===== config.mk =====
export PLATFORM = sky130hd
export DESIGN_NAME = arb_rr4
export DESIGN_NICKNAME = d
export VERILOG_FILES = /design/src/rtl/arb_pkg.sv /design/src/rtl/mux_2s.sv /design/src/rtl/rr_pick.sv /design/src/rtl/arb_rr4.sv
export SDC_FILE = /design/constraint.sdc
export NUM_CORES = 1
export LEC_CHECK = 0
export CORE_MARGIN = 2
export CORE_UTILIZATION = 36
export CTS_BUF_LIST = sky130_fd_sc_hd__clkbuf_8 sky130_fd_sc_hd__clkbuf_16
export DETAILED_ROUTE_END_ITERATION = 8
export PLACE_DENSITY = 0.82
export SLEW_MARGIN = 20
export SYNTH_ARGS = -nofsm -noshare
export SYNTH_HDL_FRONTEND = slang
export SYNTH_HIERARCHICAL = 1
export SYNTH_SLANG_ARGS = --single-unit

===== constraint.sdc =====
create_clock -name clk -period 2.1 [get_ports clk]
set_input_delay 0.525 -clock clk [delete_from_list [all_inputs] [get_ports clk]]
set_output_delay 0.525 -clock clk [all_outputs]
set_load 0.01 [all_outputs]

===== src/rtl/arb_pkg.sv =====
// Shared sizing, state encoding and helpers for the 4-source round-robin arbiter.
package arb_pkg;
  localparam int NUM_REQ = 4;
  localparam int SEL_W   = 2;

  typedef enum logic {
    IDLE = 1'b0,
    HOLD = 1'b1
  } arb_state_t;

  function automatic logic [NUM_REQ-1:0] onehot(input logic [SEL_W-1:0] idx);
    return NUM_REQ'(1) << idx;
  endfunction
endpackage


===== src/rtl/mux_2s.sv =====
// Generic 4:1 data multiplexer with a 2-bit select.
module mux_2s #(
  parameter int W = 4
) (
  input  logic [W-1:0] i_d0,
  input  logic [W-1:0] i_d1,
  input  logic [W-1:0] i_d2,
  input  logic [W-1:0] i_d3,
  input  logic [1:0]   i_sel,
  output logic [W-1:0] o_y
);
  always_comb begin
    o_y = i_d0;
    case (i_sel)
      2'd0: o_y = i_d0;
      2'd1: o_y = i_d1;
      2'd2: o_y = i_d2;
      2'd3: o_y = i_d3;
      default: o_y = i_d0;
    endcase
  end
endmodule


===== src/rtl/rr_pick.sv =====
// Round-robin winner search: scans from ptr+1 upward with wrap, first set bit wins.
module rr_pick
  import arb_pkg::*;
(
  input  logic [NUM_REQ-1:0] i_req,
  input  logic [SEL_W-1:0]   i_ptr,
  output logic [SEL_W-1:0]   o_idx,
  output logic               o_any
);
  logic [SEL_W-1:0] w_cand;
  logic             w_found;

  always_comb begin
    o_idx   = '0;
    w_found = 1'b0;
    w_cand  = '0;
    for (int k = 1; k <= NUM_REQ; k++) begin
      w_cand = i_ptr + SEL_W'(k);
      if (!w_found && i_req[w_cand]) begin
        o_idx   = w_cand;
        w_found = 1'b1;
      end
    end
    o_any = w_found;
  end
endmodule


===== src/rtl/arb_rr4.sv =====
// Four-source round-robin arbiter with a one-deep registered output and valid/ready handoff.
module arb_rr4
  import arb_pkg::*;
#(
  parameter int width = 4
) (
  input  logic               clk,
  input  logic               rst_n,
  input  logic [NUM_REQ-1:0] req,
  input  logic [width-1:0]   d0,
  input  logic [width-1:0]   d1,
  input  logic [width-1:0]   d2,
  input  logic [width-1:0]   d3,
  input  logic               o_ready,
  output logic [NUM_REQ-1:0] ack,
  output logic               o_valid,
  output logic [SEL_W-1:0]   sel,
  output logic [width-1:0]   o
);
  arb_state_t         r_state;
  logic [SEL_W-1:0]   r_ptr;
  logic [NUM_REQ-1:0] w_elig;
  logic [SEL_W-1:0]   w_win;
  logic               w_any;
  logic [width-1:0]   w_dsel;

  // A source acked this cycle has already been served; masking it avoids a double grant.
  assign w_elig = req & ~ack;

  rr_pick u_pick (
    .i_req (w_elig),
    .i_ptr (r_ptr),
    .o_idx (w_win),
    .o_any (w_any)
  );

  mux_2s #(.W(width)) u_mux (
    .i_d0  (d0),
    .i_d1  (d1),
    .i_d2  (d2),
    .i_d3  (d3),
    .i_sel (w_win),
    .o_y   (w_dsel)
  );

  always_ff @(posedge clk or negedge rst_n) begin
    if (!rst_n) begin
      r_state <= IDLE;
      r_ptr   <= '1;
      o_valid <= 1'b0;
      sel     <= '0;
      o       <= '0;
      ack     <= '0;
    end else begin
      ack <= '0;
      case (r_state)
        IDLE: begin
          if (w_any) begin
            r_state <= HOLD;
            r_ptr   <= w_win;
            o_valid <= 1'b1;
            sel     <= w_win;
            o       <= w_dsel;
            ack     <= onehot(w_win);
          end
        end
        HOLD: begin
          if (o_ready) begin
            if (w_any) begin
              r_ptr   <= w_win;
              sel     <= w_win;
              o       <= w_dsel;
              ack     <= onehot(w_win);
            end else begin
              r_state <= IDLE;
              o_valid <= 1'b0;
            end
          end
        end
        default: begin
          r_state <= IDLE;
          o_valid <= 1'b0;
        end
      endcase
    end
  end
endmodule


* After elaboration in Yosys (flattened, before gate mapping) *
Cells that the tools add are included.

storage, ports and cells
  flip-flop bits (word level) = 14
  logic and storage cells = 67
  output and inout port bits = 11
  bits of input ports = 23

cells by class
  bitwise logic cells = 3
  eq/ne operators = 6
  reductions and logical operators = 8
  $lt $le $gt $ge = 4
  muxes and demuxes = 36
  add/subtract/negate cells = 3
  shifts and indexed selects = 1

operators with widths
  operator                                                                      count
  2-bit two-way mux                                                             8
  4-bit two-way mux                                                             4
  4-bit case mux with 2 select lines                                            2
  4-bit case mux with 4 select lines                                            1
  1-bit two-way mux                                                             13
  2-bit by 3-bit less-than comparator with 1-bit output, second input constant  4
  1-bit binary-select mux with 2-bit select                                     4
  2-bit case mux with 2 select lines                                            2
  2-bit adder, second input constant                                            2
  4-bit bitwise AND                                                             1
  2-bit == test, second input constant                                          2
  2-bit inequality test, second input constant                                  2
  4-bit NOT                                                                     1
  1-bit case mux with 2 select lines                                            2
  1-bit by 2-bit << shifter with 4-bit output, first input constant             1
  1-bit logical AND                                                             3
  1-bit logical NOT                                                             3
  3-bit AND reduction                                                           1
  2-bit by 1-bit adder with 2-bit output, second input constant                 1
  2-bit by 1-bit == test with 1-bit output, second input constant               1
  2-bit logical NOT                                                             1
  2-bit by 1-bit inequality test with 1-bit output, second input constant       1
  1-bit NOT                                                                     1

* Depth between registers and ports, before layout *
  depth in word-level cells = 19
  gate-level depth with buffers = 6

* Hierarchy *
The synthesis kept the hierarchy.

by module, submodules not included
  module   cells each  times used  area an instance (sq um)
  arb_rr4  38          1           579.3
  mux_2s   4           1           105.1
  rr_pick  14          1           91.3

* Least setup slack after synthesis *
Ideal clock, no wire load.

  path type = input port to flip-flop
  from = input req[3]
  to = register o[0]
  arrival = 2.152 ns
  required time = 1.975 ns
  setup slack = -0.178 ns
  buffers on the path = 0
  cell stages on the path = 6
  cell sequence = nor2b_1 and2b_1 a21oi_2 o221ai_2 mux4_1 mux2_4

on the way
  longest elaborated chain between the ends = 18
  elaborated cells between the ends (all ways) = 31
  those cells by class = eq/ne (3); mux (20); bitwise (1); reduce/logical (7)

RTL lines
  what                                         RTL line                      source
  from (decl)                                  arb_rr4.sv:9                  input logic [NUM_REQ-1:0] req,
  4-bit bitwise AND *                          arb_rr4.sv:28                 assign w_elig = req & ~ack;
  1-bit binary-select mux with 2-bit select    rr_pick.sv:19                 if (!w_found && i_req[w_cand]) begin
  1-bit two-way mux (not written as such)      rr_pick.sv:19
  1-bit two-way mux                            rr_pick.sv:19
  1-bit logical NOT                            rr_pick.sv:19
  1-bit logical AND                            rr_pick.sv:19
  1-bit two-way mux                            rr_pick.sv:19
  1-bit logical NOT                            rr_pick.sv:19
  [... 4 more ...]                             n/a
  2-bit two-way mux *                          rr_pick.sv:19
  via w_win[0]                                 arb_rr4.sv:23                 logic [SEL_W-1:0] w_win;
  2-bit == test, or another cell as far along  mux_2s.sv:14                  case (i_sel)
  4-bit case mux with 4 select lines *         mux_2s.sv:14
  via w_dsel[0]                                arb_rr4.sv:25                 logic [width-1:0] w_dsel;
  4-bit two-way mux *                          arb_rr4.sv:58, arb_rr4.sv:69
  4-bit two-way mux                            arb_rr4.sv:68                 if (o_ready) begin
  4-bit case mux with 2 select lines *         arb_rr4.sv:56                 case (r_state)
  to (signal assigned)                         arb_rr4.sv:63                 o <= w_dsel;
  to (signal assigned)                         arb_rr4.sv:72                 o <= w_dsel;
  to (decl)                                    arb_rr4.sv:18                 output logic [width-1:0] o

The timed path passes the listed nets; every way through them passes the cells marked *. The select of a mux whose other input is x is not followed.
A chain may end at the register's enable or synchronous reset.

* Worst setup path after layout *
  from = input req[2]
  to = register o[0]

on the way
  longest elaborated chain between the ends = 18
  elaborated cells between the ends (all ways) = 31
  those cells by class = eq/ne (3); mux (20); bitwise (1); reduce/logical (7)

RTL lines
  what                                         RTL line                      source
  4-bit bitwise AND *                          arb_rr4.sv:28
  via w_elig[2]                                arb_rr4.sv:22                 logic [NUM_REQ-1:0] w_elig;
  1-bit binary-select mux with 2-bit select    rr_pick.sv:19
  1-bit two-way mux (not written as such)      rr_pick.sv:19
  1-bit two-way mux                            rr_pick.sv:19
  1-bit logical NOT                            rr_pick.sv:19
  1-bit logical AND                            rr_pick.sv:19
  1-bit two-way mux                            rr_pick.sv:19
  [... 5 more ...]                             n/a
  2-bit two-way mux *                          rr_pick.sv:19
  via w_win[0]                                 arb_rr4.sv:23
  2-bit == test, or another cell as far along  mux_2s.sv:14
  4-bit case mux with 4 select lines *         mux_2s.sv:14
  via w_dsel[0]                                arb_rr4.sv:25
  4-bit two-way mux *                          arb_rr4.sv:58, arb_rr4.sv:69
  4-bit two-way mux                            arb_rr4.sv:68
  4-bit case mux with 2 select lines *         arb_rr4.sv:56

Marked as above.

==> metrics.md <==
| Metric | Value |
|---|---|
| Run status | `completed` |
| Setup violations, final | `0` |
| WL met1 | `between 600 and 700 um` |
| Area Overhead vs Synth | `67.74%` |
| Hpwl dp | `roughly 1.3 mm` |
| Worst Hold Path EP | `o[0]` |
| Total power draw | `between 0.0015 and 0.002 W` |
| RSZ-0062 raised after global routing | `yes` |
| Die Wd | `a little over 50 um` |
| Yosys warns | `6` |
| Antenna viol nets, final | `0` |
| # nets final | `about 130` |
| DIE HEIGHT | `between 50 and 60 um` |
| CP required | `2.22 ns` |
| Post-synth top area share | `roughly two fifths` |
| Post-Synth Adder-Cell Area | `0%` |
| Initial DRC Count | `2` |
| Hold Path Class | `reg -> reg` |
| Sequential area share after synthesis | `45.48%` |
| I/O pins | `34` |
| Syn Inst Count | `56` |
| Arr. time, crit path | `roughly 2.1 ns` |
| Max incr delay on CP | `around 0.54 ns` |
| Maximum clock rate | `about 500 MHz` |
| Initial core utilization | `38.75%` |
| Top cells by area, synth | `dfrtp_1 39%, mux2_4 14%, mux4_1 14%` |
| Hold Crit Start | `o[0]` |
| Largest net degree at the start of global routing | `15` |
| CP Max Fanout | `5` |
| Slew HR | `58.40%` |
| Synthesized area | `around 780 um^2` |
| DRC Markers | `0` |
| Slew Viols, Final | `0` |
| P_leak | `about 0.59 nW` |
| Antenna cells | `0` |
| Reg2Reg Launch Point | `r_ptr[1]` |
| WL met3 | `between 100 and 150 um` |
| Peak supply drop | `between 0.0005 and 0.0006 V` |
| Worst-path clk slew | `~0.05 ns` |
| #FFs+latches synth | `14` |
| Syn nets | `79` |
| Portion of netlist area occupied by mux cells | `29.84%` |
| Drt wl/cell | `roughly 13 um` |
| Pwr/cell area | `approximately 1300 nW/um^2` |
| Simple-Gate Fraction of Synth Area | `about 16%` |
| Total track usage | `15.38%` |
| Global-route wire length before repair | `2.863 mm` |
| Topmost layer with routed signal wires | `met4` |
| Post-Syn Area per Cell | `between 10 and 15 um^2` |
| Inserted Clock Buffers | `3` |
| Num rows | `16` |
| Vias in the first global route | `roughly 650` |
| Total routed wirelength | `roughly 1.7 mm` |
| Htree depth | `1` |
| CP Class | `in -> reg` |
| Area leader, netlist | `dfrtp_1` |
| Tcrit/Tclk final | `95.56%` |
| Placer Congestion | `between 0.7 and 0.8` |
| Leading cell type in the layout, fill and taps excluded | `clkdlybuf4s50_1` |
| Post-synthesis cell type count | `24` |
| Worst hold path depth | `1` |
| Grt ovf | `0` |
| Combinational family with the most area after synthesis | `multiplexers` |
| Drt pass-1 iters | `4` |
| Clock Sinks | `14` |
| Multi-input gate area | `450.4 um^2` |
| Worst Max-Slew Pin Slew | `approximately 0.62 ns` |
| Deepest clock path buffer count | `2` |
| Fraction of layout cells with a size suffix above 1 | `between 40% and 50%` |
| CP max stage cell | `mux4_2` |
| CTS Root Cell | `clkbuf_8` |
| Initial antenna violation count | `0` |
| Routed via count | `618` |
| Xor and xnor area share after synthesis | `0%` |
| Buffers on Ports | `33` |
| Core Footprint | `approximately 2000 um^2` |
| Setup_tns | `0 ns` |
| Worst skew pair latency | `around 0.25 ns` |
| Compound-Gate Fraction of Synth Area | `under 10%` |
| Post-layout util | `around two thirds` |
| Crit. End Element | `register` |
| TritonCTS clock tree | `done` |
| Die Area | `2542 um^2` |
| Via density | `4.718` |
| Fillers | `160` |
| Total of max-cap violations | `0` |
| Kind of start point of the critical path | `primary input` |
| Cell breakdown of the critical path | `buf_2 > nor2b_4 > and2b_2 > a21oi_2 > o221ai_4 > mux4_2 > mux2_4` |
| Final min period | `~2 ns` |
| FF-to-FF path depth | `5` |
| Met2 routed WL | `roughly 930 um` |
| Layout Skew | `between 0.007 and 0.008 ns` |
| R2r endpoint | `o[0]` |
| R2R setup slack | `0.09 ns` |
| Most frequent cells in the layout | `29 x clkdlybuf4s50_1, 12 x dfrtp_1, 12 x buf_4` |
| Hold Vio Cnt, Final | `0` |
| FF+latch area | `~350 um^2` |
what timing repair did:
action,4_1_cts,5_1_grt
pin swaps,2,2
endpoints found under the setup margin,4,4
hold buffers,0,0
gates resized for setup,14,3
setup buffers,0,3
worst max path at each step:
| stage | start | end | slack (ns) | cells past startpoint |
|---|---|---|---|---|
| after global routing | r_ptr[1] | o[0] | -0.008 | 5 |
| after CTS | req[0] | o[0] | 0.02 | 7 |
| after global placement | req[1] | o[0] | -0.55 | 6 |
| after floorplan | req[2] | o[0] | -0.06 | 6 |
| final | req[2] | o[0] | 0.09 | 7 |
| after detailed placement | req[1] | o[3] | -0.61 | 6 |
Yosys cell counts, drive strengths merged:
library cell,count
a21oi,4
a31oi,1
and2b,1
and4,1
buf,1
dfrtp,12
dfstp,2
inv,2
mux2,8
mux2i,1
mux4,4
nand2,2
nand2b,4
nor2,3
nor2b,4
nor3,1
nor3b,2
o21ai,1
o221ai,1
or2b,1
where the power goes:
group          switching (W)  total [W]  internal (W)
clock network      0.0000894   0.000218      0.000129
logic               0.000321   0.000910      0.000589
registers           0.000103   0.000505      0.000402
total               0.000514    0.00163       0.00112
logic make-up after synthesis:
| kind of cell | after synthesis |
|---|---|
| AOI/OAI and AO/OA | 7 |
| and+or+nand+nor | 19 |
| buffers and inverters | 3 |
| muxes | 13 |
| DFF | 14 |
flip-flops by register name, indices dropped and copies added, names as in the netlist:
name,flops
o_valid,1
sel,2
o,4
r_ptr,2
r_state,1
ack,4
stage by stage:
stage | hold WS, ns | setup slack (ns) | std cells | cell area [um^2]
CTS | 0.5147 | 0.01750 | 128 | 1274
global route | 0.5365 | -0.007941 | 131 | 1301
global placement | 0.4881 | -0.5463 | 125 | 1210
floorplan | 0.2294 | -0.06442 | 56 | 782.0
detailed placement | 0.4959 | -0.6120 | 125 | 1210
finish | 0.5108 | 0.09330 | 131 | 1301
layout make-up:
| type | count | share of cell area (%) |
|---|---|---|
| clock buffers | 3 | 3.173 |
| clock inverters | 1 | 0.2885 |
| flip-flops and latches | 14 | 27.12 |
| repair buffers | 45 | 31.63 |
| multi-input cells | 39 | 34.62 |
| well taps | 27 | 2.596 |
| inverters | 2 | 0.5769 |
layer usage:
layer  vias to the layer above  GRT usage [%]
met5                         -              0
met3                         5          2.679
met1                       286          17.37
met4                         0          9.459
li1                        297              -
met2                        30          26.75
worst max-delay path: cells and delay by family:
family | cells | cell delay (ns)
and+or+nand+nor | 2 | 0.35
buffers and inverters | 1 | 0.09
AOI/OAI and AO/OA | 2 | 0.35
muxes | 2 | 0.81
Power figures use the tool's default switching activity.
